`src/rtl/fifo_pkg.sv`:
```
// ============================================================================
// Module  : fifo_pkg
// Brief   : Pointer-width constants and Gray/binary conversion helpers shared
//           by the read-port and write-port halves of the async FIFO.
// Revision: 1.0 - initial release
// ============================================================================
`default_nettype none

package fifo_pkg;

    localparam int c_ADDRSIZE = 8;
    localparam int c_PTR_W    = c_ADDRSIZE + 1;

    // Conversion helpers work on a fixed wide vector; callers zero-extend
    // their pointer in and cast the result back to the pointer width.
    localparam int c_FN_W = 32;

    typedef logic [c_PTR_W-1:0] ptr_t;

    function automatic logic [c_FN_W-1:0] bin2gray(input logic [c_FN_W-1:0] bin);
        return bin ^ (bin >> 1);
    endfunction

    // Upper bits are zero for any narrower pointer, so a full-width prefix
    // XOR yields the right answer regardless of the caller's width.
    function automatic logic [c_FN_W-1:0] gray2bin(input logic [c_FN_W-1:0] gray);
        logic [c_FN_W-1:0] bin;
        bin[c_FN_W-1] = gray[c_FN_W-1];
        for (int i = c_FN_W - 2; i >= 0; i--) begin
            bin[i] = bin[i+1] ^ gray[i];
        end
        return bin;
    endfunction

endpackage

`default_nettype wire

```
`src/rtl/fifo_read_port_sync.sv`:
```
// ============================================================================
// Module  : sync_w2r
// Brief   : Multi-flop synchroniser for a Gray-coded pointer crossing into the
//           local clock domain; also instantiated mirrored as the r2w sync.
// Revision: 1.0 - initial release
// ============================================================================
`default_nettype none

module sync_w2r #(
    parameter int WIDTH       = 9,
    parameter int SYNC_STAGES = 2
) (
    input  logic             clk,
    input  logic             rst,
    input  logic [WIDTH-1:0] i_d,
    output logic [WIDTH-1:0] o_q
);

    logic [WIDTH-1:0] stage_d [SYNC_STAGES];
    logic [WIDTH-1:0] stage_q [SYNC_STAGES];

    // Pure flop chain: any logic between stages would defeat the Gray
    // single-bit-change guarantee.
    always_comb begin
        stage_d[0] = i_d;
        for (int i = 1; i < SYNC_STAGES; i++) begin
            stage_d[i] = stage_q[i-1];
        end
    end

    always_ff @(posedge clk) begin
        if (rst) begin
            for (int i = 0; i < SYNC_STAGES; i++) begin
                stage_q[i] <= '0;
            end
        end else begin
            for (int i = 0; i < SYNC_STAGES; i++) begin
                stage_q[i] <= stage_d[i];
            end
        end
    end

    assign o_q = stage_q[SYNC_STAGES-1];

endmodule

`default_nettype wire

```
`src/rtl/fifo_read_port.sv`:
```
// ============================================================================
// Module  : fifo_read_port
// Brief   : Read-domain controller of the async FIFO: write-pointer sync,
//           read pointer, empty flag, fill level and a FWFT valid/ready stage.
// Revision: 1.0 - initial release
// ============================================================================
`default_nettype none

module fifo_read_port
    import fifo_pkg::*;
#(
    parameter int WORDSIZE    = 8,
    parameter int ADDRSIZE    = c_ADDRSIZE,
    parameter int SYNC_STAGES = 2
) (
    input  logic                rclk,
    input  logic                rrst,
    input  logic [ADDRSIZE:0]   wptr_gray,
    output logic [ADDRSIZE:0]   rptr_gray,
    output logic [ADDRSIZE-1:0] raddr,
    input  logic [WORDSIZE-1:0] rdata,
    output logic                rd_valid,
    input  logic                rd_ready,
    output logic [WORDSIZE-1:0] rd_data,
    output logic                empty,
    output logic [ADDRSIZE:0]   rd_count
);

    localparam int c_PW = ADDRSIZE + 1;

    logic [ADDRSIZE:0]   wq_sync;
    logic                load;

    logic [ADDRSIZE:0]   rbin_d,      rbin_q;
    logic [ADDRSIZE:0]   rptr_gray_d, rptr_gray_q;
    logic                empty_d,     empty_q;
    logic                rd_valid_d,  rd_valid_q;
    logic [WORDSIZE-1:0] rd_data_d,   rd_data_q;
    logic [ADDRSIZE:0]   rd_count_d,  rd_count_q;

    sync_w2r #(
        .WIDTH       (c_PW),
        .SYNC_STAGES (SYNC_STAGES)
    ) u_sync_w2r (
        .clk (rclk),
        .rst (rrst),
        .i_d (wptr_gray),
        .o_q (wq_sync)
    );

    always_comb begin
        // The output register refills whenever it is free or being drained,
        // giving one word per clock under sustained reading.
        load        = ~empty_q & (~rd_valid_q | rd_ready);
        rbin_d      = rbin_q + c_PW'(load);
        rptr_gray_d = c_PW'(bin2gray(c_FN_W'(rbin_d)));

        // Compare against the post-load pointer so the flag rises on the
        // same edge that takes the last word out of memory.
        empty_d     = (rptr_gray_d == wq_sync);

        rd_valid_d  = rd_valid_q;
        rd_data_d   = rd_data_q;
        if (load) begin
            rd_valid_d = 1'b1;
            rd_data_d  = rdata;
        end else if (rd_ready) begin
            rd_valid_d = 1'b0;
        end

        // Synchronised write pointer lags reality, so this never overstates.
        rd_count_d  = c_PW'(gray2bin(c_FN_W'(wq_sync))) - rbin_q;
    end

    always_ff @(posedge rclk) begin
        if (rrst) begin
            rbin_q      <= '0;
            rptr_gray_q <= '0;
            empty_q     <= 1'b1;
            rd_valid_q  <= 1'b0;
            rd_data_q   <= '0;
            rd_count_q  <= '0;
        end else begin
            rbin_q      <= rbin_d;
            rptr_gray_q <= rptr_gray_d;
            empty_q     <= empty_d;
            rd_valid_q  <= rd_valid_d;
            rd_data_q   <= rd_data_d;
            rd_count_q  <= rd_count_d;
        end
    end

    assign rptr_gray = rptr_gray_q;
    assign raddr     = rbin_q[ADDRSIZE-1:0];
    assign rd_valid  = rd_valid_q;
    assign rd_data   = rd_data_q;
    assign empty     = empty_q;
    assign rd_count  = rd_count_q;

endmodule

`default_nettype wire
```
`config.mk`:
```
export PLATFORM = sky130hd
export DESIGN_NAME = fifo_read_port
export DESIGN_NICKNAME = d
export VERILOG_FILES = /design/src/rtl/fifo_pkg.sv /design/src/rtl/fifo_read_port_sync.sv /design/src/rtl/fifo_read_port.sv
export SDC_FILE = /design/constraint.sdc
export NUM_CORES = 1
export LEC_CHECK = 0
export BUFFER_PORTS_ARGS = -buffer_cell sky130_fd_sc_hd__buf_2
export CORE_ASPECT_RATIO = 1.5
export CORE_MARGIN = 1.5
export CORE_UTILIZATION = 45
export CTS_CLUSTER_DIAMETER = 40
export DETAILED_ROUTE_END_ITERATION = 16
export GPL_TIMING_DRIVEN = 0
export PLACE_DENSITY = 0.71
export SYNTH_ARGS = -nofsm -noshare
export SYNTH_HDL_FRONTEND = slang
export SYNTH_SLANG_ARGS = --single-unit
```
`constraint.sdc`:
```
create_clock -name rclk -period 4.9 [get_ports rclk]
set_input_delay 1.47 -clock rclk [delete_from_list [all_inputs] [get_ports rclk]]
set_output_delay 1.47 -clock rclk [all_outputs]
set_load 0.01 [all_outputs]
```
==> results of run 1 <==
[synthesized netlist by cell type, types with 2 or more instances]
cell / number / area [sq um]
dfxtp_1: 54 / 1081
nor2_1: 35 / 131.4
xnor2_1: 25 / 219.0
nor2b_1: 24 / 150.1
a21oi_1: 14 / 70.07
inv_1: 12 / 45.04
ha_1: 10 / 125.1
nand2_1: 10 / 37.54
nor3_1: 10 / 50.05
clkbuf_1: 9 / 33.78
mux2i_1: 8 / 80.08
o21ai_0: 8 / 40.04
xor2_1: 8 / 70.07
a31oi_1: 5 / 31.28
buf_2: 4 / 20.02
nand3_1: 4 / 20.02
xor2_2: 4 / 65.06
nand2b_1: 2 / 12.51
nand4_1: 2 / 12.51
o22ai_1: 2 / 12.51
or3_1: 2 / 12.51
[worst max-delay path: stages]
cell and delay, ns:
buf_2 0.07, nand2b_1 0.11, nor2b_1 0.13, clkbuf_1 0.51, ha_1 0.37, ha_1 0.17, buf_2 0.21, nand3_1 0.21
clkbuf_1 0.31, nand2_1 0.13, nor3_1 0.05, a211oi_1 0.16, o21ai_0 0.12, nor4_1 0.41, a31o_1 0.21
[metal layers]
layer  GRT usage  wire length, um  vias to the layer above
met1      0.1754             2021                      867
li1            -                -                     1008
met4      0.1123              201                        0
met2      0.2986             2395                       65
met3     0.02145              203                       12
met5           0                0                        -
[stage by stage]
stage / instances / hold WS [ns] / util / setup slack [ns]
after global routing: 403 / 0.4662 / 0.5487 / 0.2680
after detailed placement: 395 / 0.4248 / 0.5307 / 0.2270
final: 403 / 0.4468 / 0.5487 / 0.5163
after floorplan: 271 / 0.4138 / - / 0.9568
after global placement: 395 / 0.4168 / 0.5307 / 0.1766
after CTS: 403 / 0.4510 / 0.5487 / 0.5373
[report_power, final]
part           switching [mW]  internal, mW
Sequential             0.0198         0.490
Combinational           0.165         0.149
Clock                   0.153         0.106
[cells by family after synthesis]
logic type | synth area share
simple gates | 0.1803
flops | 0.4303
xor+xnor | 0.1663
compound gates | 0.08367
buf+inv | 0.04532
fa+ha+maj | 0.05777
mux | 0.03636
[registers in the layout, summed over array words and instances, names as in the netlist]
signal              count
u_sync_w2r.stage_q     18
rbin_q                  9
rd_count                9
rd_data                 8
rptr_gray               8
empty                   1
rd_valid                1
[cell type report]
class	count	area [sq um]	area share
multi-input cells	189	1318	0.4439
flip-flops and latches	54	1081	0.3643
plain buffers	14	61.31	0.02066
inverters	14	52.55	0.01771
well taps	70	87.58	0.02951
clock inverters	3	28.78	0.009696
repair buffers	54	270.3	0.09106
clock buffers	5	68.82	0.02319
[final timing paths]
check                              end  slack [ns]  cells after the start
min reg2reg  u_sync_w2r.stage_q[0][10]        0.45                      1
min          u_sync_w2r.stage_q[0][10]        0.45                      1
max reg2reg                rd_count[8]        0.80                     17
max                              empty        0.52                     15
==> flow_metrics.py, run 1 <==
metrics = {
    "clocking": {
        "clk_latency_ns": 0.31,
        "cts_tree": "yes",
        "hold_buffers": 0,
        "cts_sinks": 54,
        "cts_setup_buffers": 0,
        "ctsRootBufferMaster": "clkbuf_8",
        "cts_buffers": 5,
        "path_clk_slew_ns": 0.10,
        "cts.path.max_buffers": 2,
        "h-tree-depth": 2,
        "ctsResizeCount": 0,
    },
    "power_and_ir_drop": {
        "vdd_ir_drop_max_v": 0.0002057,
        "powerDensity_nw_per_um2": 364.5,
        "p_leak_nw": 1.320,
        "power_mw": 1.082,
    },
    "timing": {
        "max_freq_ghz": 0.2281,
        "finalHoldViolations": 0,
        "fin_skew_ns": 0.009012,
        "fin_crit_sh": 0.8946,
        "grt_setup_unrepaired": "no",
        "max_slew_margin": 0.5726,
        "tightest_slew_ns": 0.6411,
        "setup_violations": 0,
        "slew_viol_final": 0,
        "post-route-min-period_ns": 4.384,
        "tns_ns": 0,
    },
    "die": {
        "fp.coreArea_sq_um": 5409,
        "die-area_sq_um": 6050,
        "die_w_um": 64.01,
        "ios": 56,
        "die_y_um": 94.51,
        "rows": 33,
        "start_util": 0.4645,
    },
    "finish": {
        "fin_nets": 363,
        "area_delta_synth_final_pct": 18.13,
        "layout_common_cells": "buf_2 (58), dfxtp_1 (54), nor2_1 (35)",
        "antenna_cells": 0,
        "final_area_sq_um": 2968,
        "layout-drive-gt1-share": 0.2282,
        "final_common_cell": "buf_2",
        "nFillCells": 539,
    },
    "drt": {
        "drtPass1Iterations": 4,
        "routedWlPerCell_um": 11.97,
        "drc": 0,
        "num_vias": 1952,
        "wirelength_um": 4822,
        "drt_iter0_markers": 71,
        "postRouteAntennaNets": 0,
        "vias_per_cell": 4.844,
    },
    "hold_path": {
        "hold_class": "reg2reg",
        "worstHoldStart": "u_sync_w2r.stage_q[0][1]",
    },
    "global_routing": {
        "grt_pass1_vias": 1775,
        "grt_max_degree": 20,
        "grt_usage": 0.1650,
        "grt_pass1_wl_um": 7762,
        "grt_overflow": 0,
        "antenna_found_initial": 0,
    },
    "yosys": {
        "syn_nets": 302,
        "synth_ff_type": "dfxtp_1",
        "seq_area_frac_synth": 0.4303,
        "netlist_area_sq_um": 2512,
        "syn_area_per_cell_sq_um": 9.271,
        "synth.distinct_cells": 40,
        "synthArstFlopShare": 0,
        "netlist_instances": 271,
        "synth-seq-cells": 54,
        "ys_warn_count": 0,
        "synth_edf_count": 0,
    },
    "placement": {
        "hpwl_um": 3841,
        "dpl_cell_area_sq_um": 2870,
        "portBuffers": 54,
        "gp_congestion": 0.8869,
    },
    "setup_path": {
        "crit_start": "rd_ready",
        "critPathKind": "in2reg",
        "worst_ep_required_time_ns": 5.15,
        "critPathCaptureType": "flip-flop",
        "cp-start-kind": "input pin",
        "worstPathMaxFanout": 10,
        "r2r-start": "u_sync_w2r.stage_q[0][17]",
        "critPathArrivalTime_ns": 4.63,
    },
    "status": {
        "status": "finished, final reports clean",
    },
    "run": {
        "maxCapViolCount": 0,
    },
}
(Power assumes the default switching activity.)
==> run 2: changes to the inputs <==
--- a/config.mk
+++ b/config.mk
@@ -5,11 +5,11 @@
 export SDC_FILE = /design/constraint.sdc
 export NUM_CORES = 1
 export LEC_CHECK = 0
+export ABC_AREA = 1
 export BUFFER_PORTS_ARGS = -buffer_cell sky130_fd_sc_hd__buf_2
 export CORE_ASPECT_RATIO = 1.5
 export CORE_MARGIN = 1.5
 export CORE_UTILIZATION = 45
-export CTS_CLUSTER_DIAMETER = 40
 export DETAILED_ROUTE_END_ITERATION = 16
 export GPL_TIMING_DRIVEN = 0
 export PLACE_DENSITY = 0.71
==> run 2 against run 1 <==
Net effect: via count rose by 16%; global-route usage grew 1.2 points; sequential power about the same; count of clock-buffer cells in the layout did not move; area after synthesis is 0.40% higher; critical endpoint unchanged; largest power group unchanged; highest routed layer unchanged.
==> flow_metrics.py, run 2 <==
metrics = {
    "yosys": {
        "synth_top_area_share": 0.4286,
        "netlist_top_cells_count": "nand2_1 (63), dfxtp_1 (54), inv_1 (54), nor2_1 (52), nand3_1 (27)",
        "ys_warn_count": 0,
        "synthTopCellsByArea": "dfxtp_1 (43%), nand2_1 (9.4%), inv_1 (8.0%), nor2_1 (7.7%), nand3_1 (5.4%)",
        "synthArstFlopShare": 0,
        "netlist_instances": 343,
        "synth_ff_type": "dfxtp_1",
        "netlist_area_sq_um": 2522,
        "synth-seq-cells": 54,
        "synth_top_cell_by_area": "dfxtp_1",
        "synth.distinct_cells": 28,
        "syn_area_per_cell_sq_um": 7.354,
        "synth_edf_count": 0,
        "syn_nets": 374,
        "synth_most_common_cell": "nand2_1",
        "seq_area_frac_synth": 0.4286,
    },
    "die": {
        "fp.coreArea_sq_um": 5450,
        "die_y_um": 94.70,
        "start_util": 0.4628,
        "die-area_sq_um": 6073,
        "die_w_um": 64.13,
        "ios": 56,
        "rows": 33,
    },
    "hold_path": {
        "hold_path_end": "u_sync_w2r.stage_q[0][9]",
        "hold_class": "reg2reg",
        "whs_path_depth": 2,
        "worstHoldStart": "u_sync_w2r.stage_q[0][0]",
    },
    "clocking": {
        "ctsRootBufferMaster": "clkbuf_8",
        "hold_buffers": 0,
        "cts_setup_buffers": 0,
        "cts_sinks": 54,
        "cts.path.max_buffers": 2,
        "cts_buffers": 5,
        "path_clk_slew_ns": 0.11,
        "h-tree-depth": 2,
        "cts_tree": "yes",
        "clk_latency_ns": 0.32,
        "ctsResizeCount": 0,
    },
    "drt": {
        "wirelength_um": 5236,
        "drtPass1Iterations": 4,
        "postRouteAntennaNets": 0,
        "drc": 0,
        "num_vias": 2260,
        "vias_per_cell": 4.748,
        "drt_iter0_markers": 76,
        "routedWlPerCell_um": 11.00,
    },
    "timing": {
        "max_freq_ghz": 0.2775,
        "finalHoldViolations": 0,
        "setup_violations": 0,
        "max_slew_margin": 0.4719,
        "grt_setup_unrepaired": "no",
        "post-route-min-period_ns": 3.603,
        "worst_slack_ns": 1.297,
        "fin_crit_sh": 0.7354,
        "slew_viol_final": 0,
        "tns_ns": 0,
        "whs_ns": 0.4046,
        "fin_skew_ns": 0.01282,
        "tightest_slew_ns": 0.7922,
    },
    "finish": {
        "layout-drive-gt1-share": 0.2094,
        "antenna_cells": 0,
        "fin_nets": 436,
        "final_common_cell": "nand2_1",
        "nFillCells": 561,
        "multi_input_area_sq_um": 1197,
        "layout_common_cells": "nand2_1 (63), buf_2 (55), inv_1 (54), dfxtp_1 (54), nor2_1 (52)",
        "final_area_sq_um": 2980,
        "largest_reg_flops": 18,
        "top_register": "u_sync_w2r.stage_q",
        "register_area_sq_um": 1081,
        "finish.utilization": 0.5468,
        "area_delta_synth_final_pct": 18.15,
    },
    "setup_path": {
        "cp_top_family": "compound AO/OA/AOI/OAI gates",
        "critPathArrivalTime_ns": 3.86,
        "worstPathMaxFanout": 10,
        "r2r-start": "u_sync_w2r.stage_q[0][17]",
        "reg2reg_depth": 24,
        "cpPeakStageDelay_ns": 0.61,
        "critPathCaptureType": "flip-flop",
        "worst_ep_required_time_ns": 5.16,
        "cp_slowest_cell": "a21oi_1",
        "reg2reg_to": "rd_count[6]",
        "rrSetupSlack_ns": 1.83,
        "crit_chain": "buf_2 -> inv_1 -> a21oi_1 -> ha_1 -> ha_1 -> nand3_1 -> xor2_2 -> inv_1 -> nand2_1 -> nand2_1 -> nand2_1 -> nand3_1 -> nor2_1 -> nand3_1 -> o21ai_2",
        "cp-start-kind": "input pin",
        "path_buf_inv": 3,
        "critPathKind": "in2reg",
    },
    "placement": {
        "portBuffers": 55,
        "dp_slack_ns": 0.9382,
        "hpwl_um": 4038,
        "dpl_cell_area_sq_um": 2885,
        "gp_congestion": 0.8460,
    },
    "global_routing": {
        "grt_overflow": 0,
        "grt_pass1_wl_um": 8328,
        "grt_usage": 0.1770,
        "grt_pass1_vias": 1982,
        "antenna_found_initial": 0,
        "grt_max_degree": 20,
    },
    "power_and_ir_drop": {
        "vdd_ir_drop_max_v": 0.0002345,
        "p_leak_nw": 1.528,
        "powerDensity_nw_per_um2": 349.9,
    },
    "status": {
        "status": "finished, final reports clean",
    },
    "run": {
        "maxCapViolCount": 0,
    },
}
-- run 2: changes by cell type after synthesis, sizes merged, moves of 5 or more --
cell,delta
nand2,+60
inv,+43
nand3,+29
nor2b,-24
xnor2,-24
nor2,+18
o21ai,+10
mux2i,-8
nor3,-7
clkbuf,-6
a31oi,-5
nand4,+5
-- run 2: power by group --
part | total (mW) | internal, mW | switching, mW
sequential | 0.506 | 0.487 | 0.0192
clock | 0.264 | 0.106 | 0.158
combinational | 0.273 | 0.108 | 0.165
total | 1.04 | 0.700 | 0.342
-- run 2: how the worst max path moves through the flow --
| stage | to | cells past startpoint | startpoint |
|---|---|---|---|
| global placement | empty | 15 | rd_ready |
| finish | empty | 15 | rd_ready |
| detailed placement | empty | 15 | rd_ready |
| floorplan | empty | 14 | rd_ready |
| global route | empty | 15 | rd_ready |
| CTS | empty | 15 | rd_ready |
-- run 2: metal layers --
| metal | global-route usage | vias to the layer above | share of wire |
|---|---|---|---|
| met5 | 0 | - | 0 |
| met4 | 0.06915 | 0 | 0.014 |
| met3 | 0.03576 | 5 | 0.043 |
| met2 | 0.3342 | 55 | 0.53 |
| met1 | 0.1903 | 1001 | 0.41 |
| li1 | - | 1199 | - |
-- run 2: area by class of cell --
type	count	share of cell area
multi-input combinational	226	0.4018
sequential	54	0.3627
timing repair buffer	55	0.09236
inverter	57	0.07179
tap	70	0.02939
clock buffer	5	0.02309
buffer	6	0.01008
clock inverter	3	0.008816
-- run 2: cell families after synthesis --
kind of cell,count (synthesis),synth area share
AOI/OAI and AO/OA,38,0.07937
xor gates and xnor gates,10,0.03770
adders and majority gates,11,0.05754
buffers and inverters,63,0.09672
DFF,54,0.4286
and+or+nand+nor,167,0.3001
-- run 2: stage by stage --
| step | std cells | total power [mW] |
|---|---|---|
| after CTS | 476 | 1.047 |
| after floorplan | 343 | 0.7011 |
| after global placement | 468 | 0.7827 |
| final | 476 | 1.043 |
| after detailed placement | 468 | 0.7904 |
| after global routing | 476 | 1.107 |
-- run 2: tightest hold or removal path, delay by kind of cell, from the launching register on --
family	cells	cell delay, ns
buffers and inverters	1	0.04
AND/OR/NAND/NOR	1	0.03
flip-flops	1	0.31
